[src/rtl/uart_bridge_pkg.sv]
// rtl/uart_bridge_pkg.sv - shared state encoding and default UART register map for the tx bridge
package uart_bridge_pkg;

   typedef enum logic [1:0] {
      ST_IDLE  = 2'd0,
      ST_POLL  = 2'd1,
      ST_WRITE = 2'd2,
      ST_HOLD  = 2'd3
   } bridge_state_e;

   localparam logic [2:0] UART_ADDR_UDR    = 3'd0;
   localparam logic [2:0] UART_ADDR_STATUS = 3'd1;
   localparam int         UART_UDRE_BIT    = 5;

endpackage

[src/rtl/uart_bridge_fifo.sv]
// rtl/uart_bridge_fifo.sv - single-clock byte FIFO with registered occupancy
// Caller must not push while full or pop while empty.
module uart_bridge_fifo #(
   parameter int DEPTH = 8,
   parameter int WIDTH = 8
) (
   input  logic                       i_clk,
   input  logic                       i_rst_n,
   input  logic                       i_push,
   input  logic [WIDTH-1:0]           i_data,
   input  logic                       i_pop,
   output logic [WIDTH-1:0]           o_head,
   output logic [$clog2(DEPTH):0]     o_level
);

   localparam int AW = $clog2(DEPTH);

   logic [WIDTH-1:0] mem_q [DEPTH];
   logic [AW-1:0]    wr_q;
   logic [AW-1:0]    rd_q;
   logic [AW:0]      level_q;

   always_ff @(posedge i_clk) begin
      if (i_push) begin
         mem_q[wr_q] <= i_data;
      end
   end

   // Pointers wrap naturally because DEPTH is a power of two.
   always_ff @(posedge i_clk) begin
      if (!i_rst_n) begin
         wr_q    <= '0;
         rd_q    <= '0;
         level_q <= '0;
      end else begin
         if (i_push) begin
            wr_q <= wr_q + 1'b1;
         end
         if (i_pop) begin
            rd_q <= rd_q + 1'b1;
         end
         case ({i_push, i_pop})
            2'b10:   level_q <= level_q + 1'b1;
            2'b01:   level_q <= level_q - 1'b1;
            default: level_q <= level_q;
         endcase
      end
   end

   assign o_head  = mem_q[rd_q];
   assign o_level = level_q;

endmodule

[src/rtl/uart_tx_bridge.sv]
// rtl/uart_tx_bridge.sv - stream-to-UART bridge: buffers bytes, polls UDRE, writes data register
// Optional UART_TX_BRIDGE_STATS_EN adds a 16-bit o_tx_count of bytes written.
module uart_tx_bridge
   import uart_bridge_pkg::*;
#(
   parameter int                DEPTH       = 8,
   parameter int                ADDR_W      = 3,
   parameter logic [ADDR_W-1:0] ADDR_UDR    = ADDR_W'(UART_ADDR_UDR),
   parameter logic [ADDR_W-1:0] ADDR_STATUS = ADDR_W'(UART_ADDR_STATUS),
   parameter int                UDRE_BIT    = UART_UDRE_BIT,
   parameter int                HOLDOFF     = 2
) (
   input  logic                   i_clk,
   input  logic                   i_rst_n,
   input  logic [7:0]             i_s_data,
   input  logic                   i_s_valid,
   output logic                   o_s_ready,
   output logic                   o_bus_we,
   output logic [ADDR_W-1:0]      o_bus_address,
   output logic [7:0]             o_bus_data,
   input  logic [7:0]             i_bus_data,
   output logic [$clog2(DEPTH):0] o_level,
`ifdef UART_TX_BRIDGE_STATS_EN
   output logic [15:0]            o_tx_count,
`endif
   output logic                   o_busy
);

   localparam int LVL_W  = $clog2(DEPTH) + 1;
   localparam int HOLD_W = (HOLDOFF > 1) ? $clog2(HOLDOFF) : 1;

   bridge_state_e     state_q, state_d;
   logic [HOLD_W-1:0] hold_q, hold_d;
   logic              push;
   logic              pop;
   logic              fifo_nonempty;
   logic [7:0]        head;
   logic              unused_bus_bits;

   assign o_s_ready     = (o_level != LVL_W'(DEPTH));
   assign push          = i_s_valid && o_s_ready;
   assign pop           = (state_q == ST_WRITE);
   assign fifo_nonempty = (o_level != '0);
   assign o_busy        = fifo_nonempty || (state_q != ST_IDLE);
   assign unused_bus_bits = ^i_bus_data;

   uart_bridge_fifo #(
      .DEPTH (DEPTH),
      .WIDTH (8)
   ) u_fifo (
      .i_clk   (i_clk),
      .i_rst_n (i_rst_n),
      .i_push  (push),
      .i_data  (i_s_data),
      .i_pop   (pop),
      .o_head  (head),
      .o_level (o_level)
   );

   always_ff @(posedge i_clk) begin
      if (!i_rst_n) begin
         state_q <= ST_IDLE;
         hold_q  <= '0;
      end else begin
         state_q <= state_d;
         hold_q  <= hold_d;
      end
   end

   // Status address stays up in every non-WRITE state so a registered UART read path is settled when sampled.
   always_comb begin
      state_d       = state_q;
      hold_d        = hold_q;
      o_bus_we      = 1'b0;
      o_bus_address = ADDR_STATUS;
      o_bus_data    = '0;
      case (state_q)
         ST_IDLE: begin
            if (fifo_nonempty) begin
               state_d = ST_POLL;
            end
         end
         ST_POLL: begin
            if (i_bus_data[UDRE_BIT]) begin
               state_d = ST_WRITE;
            end
         end
         ST_WRITE: begin
            o_bus_we      = 1'b1;
            o_bus_address = ADDR_UDR;
            o_bus_data    = head;
            hold_d        = HOLD_W'(HOLDOFF - 1);
            state_d       = ST_HOLD;
         end
         ST_HOLD: begin
            if (hold_q == '0) begin
               state_d = fifo_nonempty ? ST_POLL : ST_IDLE;
            end else begin
               hold_d = hold_q - 1'b1;
            end
         end
         default: begin
            state_d = ST_IDLE;
         end
      endcase
   end

`ifdef UART_TX_BRIDGE_STATS_EN
   logic [15:0] tx_count_q;

   always_ff @(posedge i_clk) begin
      if (!i_rst_n) begin
         tx_count_q <= '0;
      end else if (state_q == ST_WRITE) begin
         tx_count_q <= tx_count_q + 16'd1;
      end
   end

   assign o_tx_count = tx_count_q;
`else
`endif

endmodule

[config.mk]
export PLATFORM = sky130hd
export DESIGN_NAME = uart_tx_bridge
export DESIGN_NICKNAME = d
export VERILOG_FILES = /design/src/rtl/uart_bridge_pkg.sv /design/src/rtl/uart_bridge_fifo.sv /design/src/rtl/uart_tx_bridge.sv
export SDC_FILE = /design/constraint.sdc
export NUM_CORES = 1
export LEC_CHECK = 0
export BUFFER_PORTS_ARGS = -buffer_cell sky130_fd_sc_hd__buf_2
export CAP_MARGIN = 30
export CORE_ASPECT_RATIO = 1.75
export CORE_UTILIZATION = 48
export CTS_BUF_LIST = sky130_fd_sc_hd__clkbuf_8
export CTS_CLUSTER_DIAMETER = 100
export DETAILED_ROUTE_END_ITERATION = 10
export PLACE_DENSITY_LB_ADDON = 0.08
export SETUP_SLACK_MARGIN = 0.3
export SKIP_LAST_GASP = 1
export SLEW_MARGIN = 10
export SYNTH_ARGS = -nofsm -noshare
export SYNTH_HDL_FRONTEND = slang
export SYNTH_HIERARCHICAL = 1
export SYNTH_SLANG_ARGS = --single-unit
[constraint.sdc]
create_clock -name i_clk -period 3.67 [get_ports i_clk]
set_input_delay 0.1835 -clock i_clk [delete_from_list [all_inputs] [get_ports i_clk]]
set_output_delay 0.1835 -clock i_clk [all_outputs]
set_load 0.05 [all_outputs]
==> results.py, run 1 <==
metrics = {
    "synth": {
        "yosysWarnings": 6,
        "synth_seq_area_share": 0.652,
        "netlist_area_sq_um": 3440,
        "yosys.area.top_type": "edfxtp_1",
        "netlist_top_cells_area": "edfxtp_1 (56%), mux4_1 (11%), dfxtp_1 (9.3%)",
        "synthFlopType": "edfxtp_1",
        "synth_seq_cells": 80,
        "syn_area_per_cell_sq_um": 17.1,
        "synthArstFlopShare": 0,
        "synth_cells": 201,
        "yosysUniqueCellTypes": 38,
        "yosysTopAreaCellShare": 0.559,
        "synth_edf_count": 64,
    },
    "power_and_ir_drop": {
        "vdd_ir_drop_max_mv": 0.349,
        "power.leakage_nw": 1.41,
        "powerDensity_nw_per_um2": 615,
    },
    "floorplan": {
        "num_rows": 40,
        "die_height_microns": 114,
        "die-area_sq_um": 7520,
        "fp.coreArea_sq_um": 6910,
        "pin_count": 37,
        "die_w_microns": 66.0,
        "initial_core_util": 0.498,
    },
    "global_route": {
        "grt_pass1_wl_microns": 9540,
        "grt-ovfl-total": 0,
        "first_global_vias": 1882,
        "antenna_found_initial": 0,
        "grt_usage": 0.187,
        "grt_max_degree": 18,
    },
    "detailed_routing": {
        "ant_nets": 0,
        "vias_per_cell": 5.51,
        "vias": 1780,
        "drt_iter0_markers": 106,
        "drtPass1Iterations": 5,
        "drt-total-wl_microns": 6240,
        "post_drt_wl_per_cell_microns": 19.3,
        "drt_drc_violations_left": 0,
    },
    "placement": {
        "pre_cts_ws_ns": 1.09,
        "dp_hpwl_microns": 4150,
        "gp_congestion": 0.717,
        "dp.cells": 304,
        "port_buffers": 27,
    },
    "setup_path": {
        "r2r_setup_slack_ns": 1.06,
        "critical_path.slowest_cell": "dfxtp_1",
        "arrival_ns": 2.57,
        "crit_path_end_kind": "output pin",
        "start_kind": "flop",
        "path_buf_inv": 1,
        "cp.required_ns": 3.49,
        "cp_max_fo": 16,
        "max_stage_delay_ns": 0.92,
        "crit_type": "reg2out",
        "critical_path.cell_chain": "mux4_1 -> mux2_2 -> and2_1 -> buf_2",
        "path_delay_family": "multiplexers",
    },
    "cts": {
        "cts_setup_buffers": 0,
        "htreeDepth": 3,
        "clock_sinks": 80,
        "hold_buffers": 0,
        "clk_pin_slew_ns": 0.07,
        "root_buffer": "clkbuf_8",
        "clockBufferDepth": 2,
        "cts_tree": "yes",
        "cts_repair_resize_count": 0,
        "numCtsBuffers": 9,
        "clk_latency_ns": 0.36,
    },
    "timing": {
        "finalSetupViolCount": 0,
        "fmax_mhz": 363,
        "finalCritPeriodShare": 0.751,
        "hold_viol": 0,
        "holdWs_ns": 0.0927,
        "tns_ns": 0,
        "tightest_slew_ns": 0.977,
        "grt_setup_unrepaired": "no",
        "slew_viol_final": 0,
        "fin_ws_ns": 0.914,
        "fin_crit_ns": 2.76,
        "slew_headroom": 0.346,
        "fin_skew_ns": 0.00461,
    },
    "job": {
        "max-cap-violations": 0,
    },
    "layout": {
        "layout_common_cells": "edfxtp_1 (64), buf_2 (27), dfxtp_1 (16)",
        "fin_nets": 263,
        "areaGrowthSynthToFinish_pct": 12.1,
        "diodes": 0,
        "drive_gt1_frac": 0.238,
        "mostFrequentLayoutCell": "edfxtp_1",
        "final_util": 0.558,
        "final_cells": 323,
        "fill_cells": 576,
    },
    "run_status": {
        "status": "complete, no violations",
    },
    "worst_hold_path": {
        "hold_path.class": "in2reg",
    },
}
==> final cells by class <==
| cell class | instances | area [sq um] | share of cell area |
|---|---|---|---|
| timing repair buffer | 31 | 165 | 0.0428 |
| multi-input combinational | 107 | 1120 | 0.290 |
| clock inverter | 4 | 42.5 | 0.0110 |
| inverter | 5 | 18.8 | 0.00487 |
| clock buffer | 12 | 165 | 0.0428 |
| sequential | 80 | 2240 | 0.582 |
| tap | 84 | 105 | 0.0273 |
==> layer usage <==
| metal | track usage | wire length, microns |
|---|---|---|
| met1 | 0.194 | 2340 |
| met3 | 0.0260 | 189 |
| met4 | 0.132 | 159 |
| met5 | 0 | 0 |
| met2 | 0.333 | 3550 |
==> metrics by stage <==
stage / power, mW / area [sq um]
floorplan: 1.62 / 3440
global placement: 1.71 / 3620
detailed placement: 1.74 / 3620
CTS: 2.40 / 3830
global route: 2.47 / 3850
finish: 2.37 / 3850
==> logic make-up after synthesis <==
group,share of synthesized area
adder cells (fa/ha/maj),0.0364
other,0.00109
XOR/XNOR,0.0178
buffers and inverters,0.0258
AND/OR/NAND/NOR,0.0753
flip-flops,0.652
multiplexers,0.165
AO/OA/AOI/OAI,0.0262
==> registers in the layout (all words and copies together) (netlist names), named ones only <==
| signal | flops |
|---|---|
| u_fifo/mem_q | 64 |
| u_fifo/o_level | 4 |
| u_fifo/rd_q | 3 |
| u_fifo/wr_q | 3 |
| state_q | 2 |
| hold_q | 1 |
==> final timing paths <==
| check | from | to | cells after the start |
|---|---|---|---|
| hold / removal | i_s_data[7] | u_fifo/mem_q[1][7] | 1 |
| hold reg to reg | u_fifo/o_level[3] | u_fifo/o_level[3] | 2 |
| setup reg to reg | state_q[0] | u_fifo/o_level[2] | 9 |
| setup / recovery | flop | o_bus_data[7] | 4 |
==> synthesized netlist by cell type (all sizes together), types with 3 or more instances <==
master and number:
mux2i 5, and2 15, xnor2 3, nand2 10
xor2 4, nor3 4, clkbuf 4, ha 10
dfxtp 16, buf 6, inv 5, nor2b 3
edfxtp 64, nor2 6, mux4 16, mux2 9
nand2b 5
==> where the power goes <==
group | internal, mW | switching (mW)
sequential | 1.05 | 0.0861
combinational | 0.235 | 0.347
clock | 0.364 | 0.292
total | 1.65 | 0.726
(Power assumes the default switching activity.)
==> inputs of run 2 (changes only) <==
- clock period: 3.67 -> 2.5 ns (I/O delays scaled with it)
==> run 2 against run 1 <==
Effect of this change:
- core utilization is 3.0 points higher
- cell area is 5.4% higher
- first-iteration DRC count is 21% lower
- setup slack worse by 0.58 ns
- sequential share of layout area is 2.6 points lower
- largest power group unchanged
- final cell count is 3.1% higher
- die area stayed put
- wire length is 4.2% higher
- global-route usage is 0.85 points higher
- register-to-register slack worse by 0.67 ns
- critical path depth is 1 higher
- hold slack worse by 0.036 ns
==> results.py, run 2 (same netlist as run 1, synthesis figures left out) <==
metrics = {
    "setup_path": {
        "crit_path_end_kind": "output pin",
        "arrival_ns": 2.04,
        "cp_max_fo": 8,
        "crit_type": "reg2out",
        "start_kind": "flop",
        "cp.required_ns": 2.38,
    },
    "layout": {
        "mostFrequentLayoutCell": "edfxtp_1",
        "areaGrowthSynthToFinish_pct": 18.2,
        "drive_gt1_frac": 0.325,
        "largest_reg_flops": 64,
        "layout_common_cells": "edfxtp_1 (64), buf_2 (19), and2_1 (14), buf_4 (14), mux4_1 (13)",
        "diodes": 0,
        "fin_nets": 273,
        "regMostFlops": "u_fifo/mem_q",
    },
    "timing": {
        "fin_ws_ns": 0.334,
        "hold_viol": 0,
        "fin_skew_ns": 0.00850,
        "tns_ns": 0,
        "fmax_mhz": 462,
        "holdWs_ns": 0.0567,
        "grt_setup_unrepaired": "yes",
        "finalSetupViolCount": 0,
        "finalCritPeriodShare": 0.866,
        "fin_crit_ns": 2.17,
        "slew_viol_final": 0,
    },
    "global_route": {
        "grt_max_degree": 17,
        "grt-ovfl-total": 0,
        "grt_usage": 0.195,
        "antenna_found_initial": 0,
        "first_global_vias": 1989,
        "grt_pass1_wl_microns": 10000,
    },
    "detailed_routing": {
        "post_drt_wl_per_cell_microns": 19.5,
        "met1Wirelength_microns": 2300,
        "vias_per_cell": 5.49,
        "wl_met2_microns": 3770,
        "ant_nets": 0,
        "drtPass1Iterations": 4,
        "routed.top_layer": "met4",
        "drt-total-wl_microns": 6510,
        "dr_wl_met3_microns": 224,
        "drt_drc_violations_left": 0,
        "drt_iter0_markers": 84,
        "vias": 1828,
    },
    "power_and_ir_drop": {
        "p_seq_frac": 0.449,
        "vdd_ir_drop_max_mv": 0.618,
        "pwr-share-comb": 0.283,
        "power.leakage_nw": 1.49,
        "clockPowerShare": 0.268,
        "powerDensity_nw_per_um2": 908,
        "p_int_mw": 2.58,
        "switching_power_mw": 1.11,
        "swShare": 0.301,
    },
    "cts": {
        "htreeDepth": 3,
        "cts_tree": "yes",
        "clk_pin_slew_ns": 0.08,
        "clk_latency_ns": 0.34,
        "numCtsBuffers": 9,
        "root_buffer": "clkbuf_8",
        "clockBufferDepth": 2,
        "clock_sinks": 80,
    },
    "job": {
        "max-cap-violations": 0,
    },
    "floorplan": {
        "num_rows": 40,
        "die_w_microns": 66.0,
        "fp.coreArea_sq_um": 6910,
        "die_height_microns": 114,
        "pin_count": 37,
        "die-area_sq_um": 7520,
        "initial_core_util": 0.498,
    },
    "placement": {
        "pre_cts_ws_ns": 0.426,
        "dp_hpwl_microns": 4450,
        "gp_congestion": 0.683,
        "port_buffers": 27,
    },
    "worst_hold_path": {
        "hold_path.class": "in2reg",
    },
    "run_status": {
        "status": "complete, no violations",
    },
}
## run 2: cell count changes in the layout (fill, tap and decap cells not counted), moves of 3 or more
cell / change
ha_1: -3
buf_4: +10
buf_6: +6
dfxtp_4: +4
buf_2: -8
dfxtp_1: -6
## run 2: cell type report
cell class | count | area [sq um]
fill | 545 | 2840
sequential | 80 | 2260
multi-input combinational | 107 | 1150
timing repair buffer | 41 | 315
clock buffer | 10 | 138
tap | 84 | 105
clock inverter | 6 | 76.3
inverter | 5 | 21.3
## run 2: power groups by stage
stage / sequential [mW] / combinational [mW] / clock (mW)
finish: 1.66 / 1.04 / 0.991
global route: 1.67 / 1.12 / 1.07
CTS: 1.66 / 1.03 / 1.02
detailed placement: 1.67 / 0.960 / 0
global placement: 1.66 / 0.914 / 0
floorplan: 1.71 / 0.705 / 0
## run 2: metal layers
layer / up-vias / global-route usage
li1: 857 / -
met4: 0 / 0.123
met1: 908 / 0.187
met5: - / 0
met2: 48 / 0.358
met3: 15 / 0.0450
## run 2: path summary, 6_finish.rpt
kind | start | end | slack, ns | depth (start not counted)
worst max register to register | u_fifo/o_level[1] | u_fifo/o_level[2] | 0.39 | 11
worst max-delay path | flop | o_bus_data[5] | 0.33 | 5
worst min-delay path | i_s_data[2] | u_fifo/mem_q[4][2] | 0.06 | 1
worst min register to register | u_fifo/o_level[3] | u_fifo/o_level[3] | 0.51 | 2
## run 2: repair_timing
action / CTS / global route
buffers inserted: 0 / 2
setup endpoints to repair: 8 / 9
cloned: 1 / 0
gates resized for setup: 18 / 6
hold buffers: 0 / 0
pin swaps: 0 / 1
## run 2: through the flow
step	total power [mW]	util	cell area [sq um]	std cells
floorplan	2.42	-	3500	202
global placement	2.58	0.543	3750	314
detailed placement	2.63	0.543	3750	314
CTS	3.70	0.585	4040	331
global route	3.86	0.588	4060	333
finish	3.69	0.588	4060	333
## run 2: worst max-delay path, cell delays in order, from the launching register on
cell and delay, ns:
dfxtp_4 0.40, buf_12 0.15, mux4_1 0.56, mux2_2 0.28
and2_1 0.17, buf_6 0.15
